===== config.mk =====
export PLATFORM = sky130hd
export DESIGN_NAME = cdc_handshake_tx_flat
export DESIGN_NICKNAME = d
export VERILOG_FILES = /design/src/rtl/cdc_handshake_tx_if.sv /design/src/rtl/cdc_handshake_tx.sv /design/src/flat_wrapper.sv
export SDC_FILE = /design/constraint.sdc
export NUM_CORES = 1
export LEC_CHECK = 0
export ABC_AREA = 1
export ABC_CLOCK_PERIOD_IN_PS = 1650
export CAP_MARGIN = 15
export CORE_UTILIZATION = 51
export DETAILED_ROUTE_END_ITERATION = 8
export HOLD_SLACK_MARGIN = 0.12
export PLACE_DENSITY_LB_ADDON = 0.15
export SYNTH_ARGS = -nofsm -noshare
export SYNTH_HDL_FRONTEND = slang
export SYNTH_SLANG_ARGS = --single-unit

===== constraint.sdc =====
create_clock -name clk -period 1.65 [get_ports clk]
set_input_delay 0.33 -clock clk [delete_from_list [all_inputs] [get_ports clk]]
set_output_delay 0.33 -clock clk [all_outputs]
set_load 0.02 [all_outputs]

===== src/rtl/cdc_handshake_tx_if.sv =====
// ============================================================================
// Module   : cdc_handshake_tx_if
// Purpose  : Local-side and remote-side signal bundle of the four-phase CDC sender.
// Revision : 1.0 - initial release
// ============================================================================
`default_nettype none

interface cdc_handshake_tx_if #(
    parameter int DATA_W = 8
);
    logic              send_valid;
    logic [DATA_W-1:0] send_data;
    logic              send_ready;
    logic              send_done;
    logic              timeout_err;
    logic              err_clr;
    logic              req_out;
    logic [DATA_W-1:0] data_out;
    logic              ack_in;

    // master is the sender block itself; slave is local logic plus remote peer
    modport master (
        input  send_valid, send_data, err_clr, ack_in,
        output send_ready, send_done, timeout_err, req_out, data_out
    );

    modport slave (
        output send_valid, send_data, err_clr, ack_in,
        input  send_ready, send_done, timeout_err, req_out, data_out
    );
endinterface

`default_nettype wire


===== src/rtl/cdc_handshake_tx.sv =====
// ============================================================================
// Module   : cdc_handshake_tx
// Purpose  : Sending side of a four-phase req/ack clock-domain crossing.
// Revision : 1.0 - initial release
// ============================================================================
`default_nettype none

module cdc_handshake_tx #(
    parameter int DATA_W      = 8,
    parameter int SYNC_STAGES = 2,
    parameter int TIMEOUT     = 1024,
    parameter int CNT_W       = 11
) (
    input  logic                 clk,
    input  logic                 rst,
    cdc_handshake_tx_if.master   bus
);

    typedef enum logic [1:0] {
        IDLE     = 2'd0,
        SETUP    = 2'd1,
        REQ_WAIT = 2'd2,
        REL_WAIT = 2'd3
    } state_t;

    localparam logic [CNT_W-1:0] c_TMO_LAST = (TIMEOUT == 0) ? '0 : CNT_W'(TIMEOUT - 1);
    localparam logic [CNT_W-1:0] c_CNT_ONE  = CNT_W'(1);

    state_t                 state_q;
    logic                   req_q;
    logic [DATA_W-1:0]      data_q;
    logic                   done_q;
    logic                   err_q;
    logic [CNT_W-1:0]       cnt_q;
    logic [SYNC_STAGES-1:0] sync_q;

    logic w_ack_s;
    logic w_ready;
    logic w_tmo;

    assign w_ack_s = sync_q[SYNC_STAGES-1];
    // A stale ack left over from an aborted transfer must block new accepts
    assign w_ready = (state_q == IDLE) && !w_ack_s;
    assign w_tmo   = (TIMEOUT != 0) && (cnt_q == c_TMO_LAST);

    always_ff @(posedge clk) begin
        if (rst) begin
            state_q <= IDLE;
            req_q   <= 1'b0;
            data_q  <= '0;
            done_q  <= 1'b0;
            err_q   <= 1'b0;
            cnt_q   <= '0;
            sync_q  <= '0;
        end else begin
            sync_q <= {sync_q[SYNC_STAGES-2:0], bus.ack_in};
            done_q <= 1'b0;
            if (bus.err_clr) begin
                err_q <= 1'b0;
            end

            case (state_q)
                IDLE: begin
                    if (bus.send_valid && w_ready) begin
                        data_q  <= bus.send_data;
                        state_q <= SETUP;
                    end
                end
                SETUP: begin
                    req_q   <= 1'b1;
                    cnt_q   <= '0;
                    state_q <= REQ_WAIT;
                end
                REQ_WAIT: begin
                    // The exit condition takes priority over a coincident timeout
                    if (w_ack_s) begin
                        req_q   <= 1'b0;
                        cnt_q   <= '0;
                        state_q <= REL_WAIT;
                    end else if (w_tmo) begin
                        req_q   <= 1'b0;
                        err_q   <= 1'b1;
                        state_q <= IDLE;
                    end else begin
                        cnt_q <= cnt_q + c_CNT_ONE;
                    end
                end
                REL_WAIT: begin
                    if (!w_ack_s) begin
                        done_q  <= 1'b1;
                        state_q <= IDLE;
                    end else if (w_tmo) begin
                        err_q   <= 1'b1;
                        state_q <= IDLE;
                    end else begin
                        cnt_q <= cnt_q + c_CNT_ONE;
                    end
                end
                default: state_q <= IDLE;
            endcase
        end
    end

    assign bus.send_ready  = w_ready;
    assign bus.send_done   = done_q;
    assign bus.timeout_err = err_q;
    assign bus.req_out     = req_q;
    assign bus.data_out    = data_q;

endmodule

`default_nettype wire


===== src/flat_wrapper.sv =====
// flat-port wrapper written by rule: the top's interface ports become plain ports
module cdc_handshake_tx_flat 
#(
    parameter int DATA_W      = 8,
    parameter int SYNC_STAGES = 2,
    parameter int TIMEOUT     = 1024,
    parameter int CNT_W       = 11
)
  (clk, rst, bus_send_valid, bus_send_data, bus_err_clr, bus_ack_in, bus_send_ready, bus_send_done, bus_timeout_err, bus_req_out, bus_data_out);
  cdc_handshake_tx_if #(.DATA_W(DATA_W)) bus_i ();
  input  logic clk;
  input  logic rst;
  input wire logic [$bits(bus_i.send_valid)-1:0] bus_send_valid;
  input wire logic [$bits(bus_i.send_data)-1:0] bus_send_data;
  input wire logic [$bits(bus_i.err_clr)-1:0] bus_err_clr;
  input wire logic [$bits(bus_i.ack_in)-1:0] bus_ack_in;
  output wire logic [$bits(bus_i.send_ready)-1:0] bus_send_ready;
  output wire logic [$bits(bus_i.send_done)-1:0] bus_send_done;
  output wire logic [$bits(bus_i.timeout_err)-1:0] bus_timeout_err;
  output wire logic [$bits(bus_i.req_out)-1:0] bus_req_out;
  output wire logic [$bits(bus_i.data_out)-1:0] bus_data_out;
  assign bus_i.send_valid = bus_send_valid;
  assign bus_i.send_data = bus_send_data;
  assign bus_i.err_clr = bus_err_clr;
  assign bus_i.ack_in = bus_ack_in;
  assign bus_send_ready = bus_i.send_ready;
  assign bus_send_done = bus_i.send_done;
  assign bus_timeout_err = bus_i.timeout_err;
  assign bus_req_out = bus_i.req_out;
  assign bus_data_out = bus_i.data_out;
  cdc_handshake_tx #(.DATA_W(DATA_W), .SYNC_STAGES(SYNC_STAGES), .TIMEOUT(TIMEOUT), .CNT_W(CNT_W)) u_core (.clk(clk), .rst(rst), .bus(bus_i));
endmodule

# ---- Yosys cells after proc, flatten, opt, wreduce, memory -nomap -nowiden
# Cells that the tools add are included.
dict set report totals {
  rom_bits 0
  ramBits 0
  out_inout_bits 12
  reg_bits 26
  latch_bits 0
  n_memories 0
  wordCells 44
}
dict set report classes {
  addsub 1
  eq_ne 7
  reduce_logical 10
  muxes 18
  div_mod_pow 0
  order_cmp 0
  multipliers 0
  shift 0
  n_bitwise 1
}
# cell n
set op_table {}
lappend op_table {{11-bit 2-to-1 mux} 3}
lappend op_table {{11-bit case mux with 3 select lines} 1}
lappend op_table {{11-bit by 1-bit adder with 11-bit output (second input constant)} 1}
lappend op_table {{11-bit by 10-bit equality test with 1-bit output (second input constant)} 1}
lappend op_table {{2-bit 2-to-1 mux} 4}
lappend op_table {{2-bit case mux with 4 select lines} 1}
lappend op_table {{1-bit 2-to-1 mux} 7}
lappend op_table {{2-bit AND reduction} 3}
lappend op_table {{2-bit equality test (second input constant)} 2}
lappend op_table {{1-bit case mux with 2 select lines} 2}
lappend op_table {{3-bit by 1-bit != test with 1-bit output (second input constant)} 1}
lappend op_table {{3-bit nonzero test} 1}
lappend op_table {{2-bit by 1-bit equality test with 1-bit output (second input constant)} 1}
lappend op_table {{1-bit logical AND} 2}
lappend op_table {{2-bit logical NOT} 1}
lappend op_table {{2-bit by 1-bit != test with 1-bit output (second input constant)} 1}
lappend op_table {{2-bit != test (second input constant)} 1}
lappend op_table {{2-bit nonzero test} 1}
lappend op_table {{2-bit OR reduction} 1}
lappend op_table {{1-bit logical NOT} 1}
lappend op_table {{1-bit NOT} 1}

# ---- Longest topological paths before layout
dict set report logic_depth {
  depth_word 5
  ltp_mapped 10
  mapped_depth_nobuf 10
}

# ---- Worst setup path after synthesis
# Ideal clock, no wire load.
dict set report synth_timing {
  path_kind {reg-to-reg}
  from {register u_core.state_q[0]}
  to {register u_core.state_q[1]}
  period_less_slack_ns 1.520
  required_time_ns 1.594
  setup_slack_ns 0.130
  stages_incl_launch_ff 11
  t_arrival_ns 1.464
  setup_time_ns 0.056
  path_cell_list {dfxtp_1 inv_1 ha_1 inv_1 nor2_4 nand2_4 nand2_1 nand2_1 a21oi_1 nand2_1 inv_1}
}
dict set report synth_via {
  elab_chain_len 4
}
# element line
set synth_lines {}
lappend synth_lines {{from (decl)} cdc_handshake_tx.sv:29} ;# state_t state_q;
lappend synth_lines {{from (signal assigned)} cdc_handshake_tx.sv:48} ;# state_q <= IDLE;
lappend synth_lines {{from (signal assigned)} cdc_handshake_tx.sv:66} ;# state_q <= SETUP;
lappend synth_lines {{from (signal assigned)} cdc_handshake_tx.sv:72} ;# state_q <= REQ_WAIT;
lappend synth_lines {{2-bit logical NOT} cdc_handshake_tx.sv:43} ;# assign w_ready = (state_q == IDLE) && !w_ack_s;
lappend synth_lines {{1-bit logical AND} cdc_handshake_tx.sv:43}
lappend synth_lines {{named net bus_send_ready} flat_wrapper.sv:17} ;# output wire logic [$bits(bus_i.send_ready)-1:0] bus_send_ready;
lappend synth_lines {{1-bit logical AND} cdc_handshake_tx.sv:64} ;# if (bus.send_valid && w_ready) begin
lappend synth_lines {{2-bit != test (no line)} --}
# The timed path passes the listed nets, and every way through them passes these cells.
# A chain may end at the register's enable or synchronous reset.

# ---- Worst setup path in the final report
dict set report layout_timing {
  from {register u_core.done_q (netlist: u_core.bus.send_done)}
  to {output bus_send_done}
}
# element line
set layout_lines {}
lappend layout_lines {{from (decl)} cdc_handshake_tx.sv:32} ;# logic done_q;
lappend layout_lines {{from (signal assigned)} cdc_handshake_tx.sv:51} ;# done_q <= 1'b0;
lappend layout_lines {{from (signal assigned)} cdc_handshake_tx.sv:57} ;# done_q <= 1'b0;
lappend layout_lines {{from (signal assigned)} cdc_handshake_tx.sv:90} ;# done_q <= 1'b1;
lappend layout_lines {{to (decl)} flat_wrapper.sv:18} ;# output wire logic [$bits(bus_i.send_done)-1:0] bus_send_done;
# No word-level cell between the ends.

==> results.json <==
{
  "status": "complete, no violations",
  "grt_pass1_wl_mm": 4.726,
  "grt_usage_pct": 22.95,
  "viasPerCell": 5.125,
  "crit_type": "reg -> out",
  "ys_top_cells_by_area": "dfxtp_1, nand2_1, nand3_1",
  "io_buffer_count": 24,
  "clk_latency_ns": 0.33,
  "ys_warn_count": 0,
  "synth-main-ff-cell": "dfxtp_1",
  "async_reset_ff_share_pct": 0,
  "route.vias.total": 1317,
  "synth_cell_types": 20,
  "fp-row-count": 18,
  "wl_mm": 2.954,
  "p_switching_mw": 0.8937,
  "syn_inst": 190,
  "root_buffer": "clkbuf_4",
  "grt_overflow_total": 0,
  "htreeDepth": 1,
  "routabilityCongestion": 0.8485,
  "cts_buffers": 3,
  "synth_common_cells": "nand2_1, nand3_1, dfxtp_1",
  "syn_nets": 207,
  "power.share.switching_pct": 39.64,
  "syn_area_per_cell_um2": 6.947,
  "synth_edf_count": 0,
  "clk_pin_slew_ns": 0.15,
  "drtIter0Drc": 31,
  "cts_tree": "done",
  "combPwrFrac_pct": 50.8,
  "dr.pass1.iters": 4,
  "die_w_um": 52.88,
  "nets": 245,
  "clock_sinks": 26,
  "ant_nets": 0,
  "total_power_mw": 2.255,
  "worstHoldPathType": "reg -> reg",
  "drive_gt1_share_pct": 13.66,
  "p_seq_share_pct": 34.5,
  "worstPathCellList": "clkdlybuf4s50_1",
  "core-area_um2": 2455,
  "boundaryPins": 25,
  "hpwl_mm": 2.225,
  "tightest_slew_ns": 0.3532,
  "crit_slowest_cell": "clkdlybuf4s50_1",
  "clockBufferDepth": 2,
  "period_needed_ns": 1.615,
  "slowest_delay_ns": 0.60,
  "post-route-period-util_pct": 97.86,
  "p_clk_share_pct": 14.8,
  "drc": 0,
  "relSlewSlack_pct": 76.37,
  "ys_seq_area_share_pct": 39.43,
  "crit_path_end_kind": "primary output",
  "rsz0062_at_grt": "no",
  "wl_per_cell_um": 11.49,
  "powerDensity_nw_per_um2": 1291,
  "antenna_found_initial": 0,
  "layout-area-overhead-vs-synth_pct": 32.32,
  "die-area_um2": 2796,
  "yosysTopAreaCell": "dfxtp_1",
  "skew_ns": 0.007926,
  "grt_start_max_net_pins": 18,
  "cp_num_buf_inv": 1,
  "startpoint_type": "register",
  "synthMostInstantiatedCell": "nand2_1",
  "syn_area_um2": 1320,
  "hold_violations": 0,
  "required_ns": 1.32,
  "postCtsHoldBufs": 0,
  "arrival_ns": 1.28,
  "finalSetupViolCount": 0,
  "p_int_mw": 1.361,
  "grt_pass1_vias": 1191,
  "p_leak_nw": 0.8138,
  "initial_core_util_pct": 53.77,
  "ys_seq_elements": 26,
  "path_delay_family": "buffers and inverters",
  "synth_top_area_share_pct": 39.43,
  "antenna_cells": 0,
  "vdd_ir_drop_max_mv": 0.9522,
  "max_freq_mhz": 619.3,
  "path_max_fanout": 1,
  "layout.cells.non_filler": 257,
  "die_h_um": 52.88,
  "dp_cells": 250,
  "final_max_slew_viol_count": 0,
  "cap_viol_max_count": 0
}
path summary, 6_finish.rpt:
check	from	slack, ns	cells past startpoint	to
hold reg to reg	u_core.sync_q[0]	0.42	2	u_core.sync_q[1]
setup / recovery	u_core.bus.send_done	0.04	1	bus_send_done
setup reg to reg	u_core.cnt_q[0]	0.15	8	u_core.cnt_q[1]
hold / removal	u_core.sync_q[0]	0.42	2	u_core.sync_q[1]
registers in the layout, summed over array words and instances, names as in the netlist:
register and flops:
u_core.bus.send_done 1, u_core.bus.req_out 1, u_core.bus.data_out 8, u_core.cnt_q 11, u_core.sync_q 2, u_core.state_q 2, u_core.bus.timeout_err 1
timing repair:
item	CTS	global route
endpoints found under the setup margin	1	21
buffers inserted	0	3
gates resized for setup	4	15
pin swaps	0	0
endpoints found under the hold margin	0	0
metrics by stage:
stage                     cell area (um2)   TNS, ns  util, %  hold slack, ns  setup slack (ns)
after global routing                 1747         0    71.15          0.4487          0.002402
after CTS                            1685         0    68.65          0.4225           0.01249
after global placement               1654         0    67.38          0.3890           0.01158
final                                1747         0    71.15          0.4169           0.03538
after floorplan                      1320         0        -          0.3883            0.1304
after detailed placement             1654  -0.01282    67.38          0.4029          -0.01282
layout make-up:
| type | count | area (um2) |
|---|---|---|
| inverters | 25 | 96.34 |
| multi-input cells | 136 | 706.9 |
| well taps | 30 | 37.54 |
| clock buffers | 4 | 36.28 |
| fillers | 225 | 708.2 |
| flip-flops and latches | 26 | 521.8 |
| repair buffers | 36 | 347.8 |
worst reg2reg max path, cell delays in order, from the launching register on:
cell and delay (ns):
dfxtp_2 0.39, ha_1 0.20, nand2_1 0.12, nor2_4 0.18, nand4_4 0.20, nand2_2 0.15
nand2_1 0.07, nand2_1 0.07, nor2_1 0.04
power by group through the flow:
stage	Clock, mW	Sequential (mW)	Combinational, mW
after floorplan	0	0.841	0.590
after global placement	0	0.783	1.02
after detailed placement	0	0.787	1.05
after CTS	0.335	0.774	1.04
after global routing	0.360	0.784	1.26
final	0.333	0.777	1.14
per-layer routing:
metal  part of all wire (%)  track usage, %  wire (um)
met2                     51           43.67       1503
met1                     45           25.35       1324
met3                    3.5           3.161        103
met4                   0.78           8.333         23
met5                      0               0          0
cell families (layout without fill, tap and decap cells):
kind of cell | after synthesis | count (layout) | share of synthesized area (%)
AND/OR/NAND/NOR | 105 | 105 | 36.49
buffers and inverters | 28 | 65 | 8.151
flip-flops | 26 | 26 | 39.43
AO/OA/AOI/OAI | 27 | 27 | 12.13
adder cells (fa/ha/maj) | 4 | 4 | 3.792
cell usage in the layout (no fill, tap or decap):
master	count
nand3_2	1
nor2_4	2
nor2_2	1
dfxtp_1	25
dlymetal6s2s_1	8
inv_1	22
clkdlybuf4s50_1	15
ha_1	3
clkbuf_4	3
buf_4	13
inv_2	2
inv_4	1
nand3b_1	3
o21ai_0	2
dfxtp_2	1
nand2_1	51
clkbuf_8	1
a21oi_4	2
o21a_1	1
ha_2	1
nand2_4	1
nand2_2	1
nand3_1	26
nor3_1	2
nand4_4	1
a21oi_1	22
nand4_1	1
nor2_1	15
(Power assumes the default switching activity.)
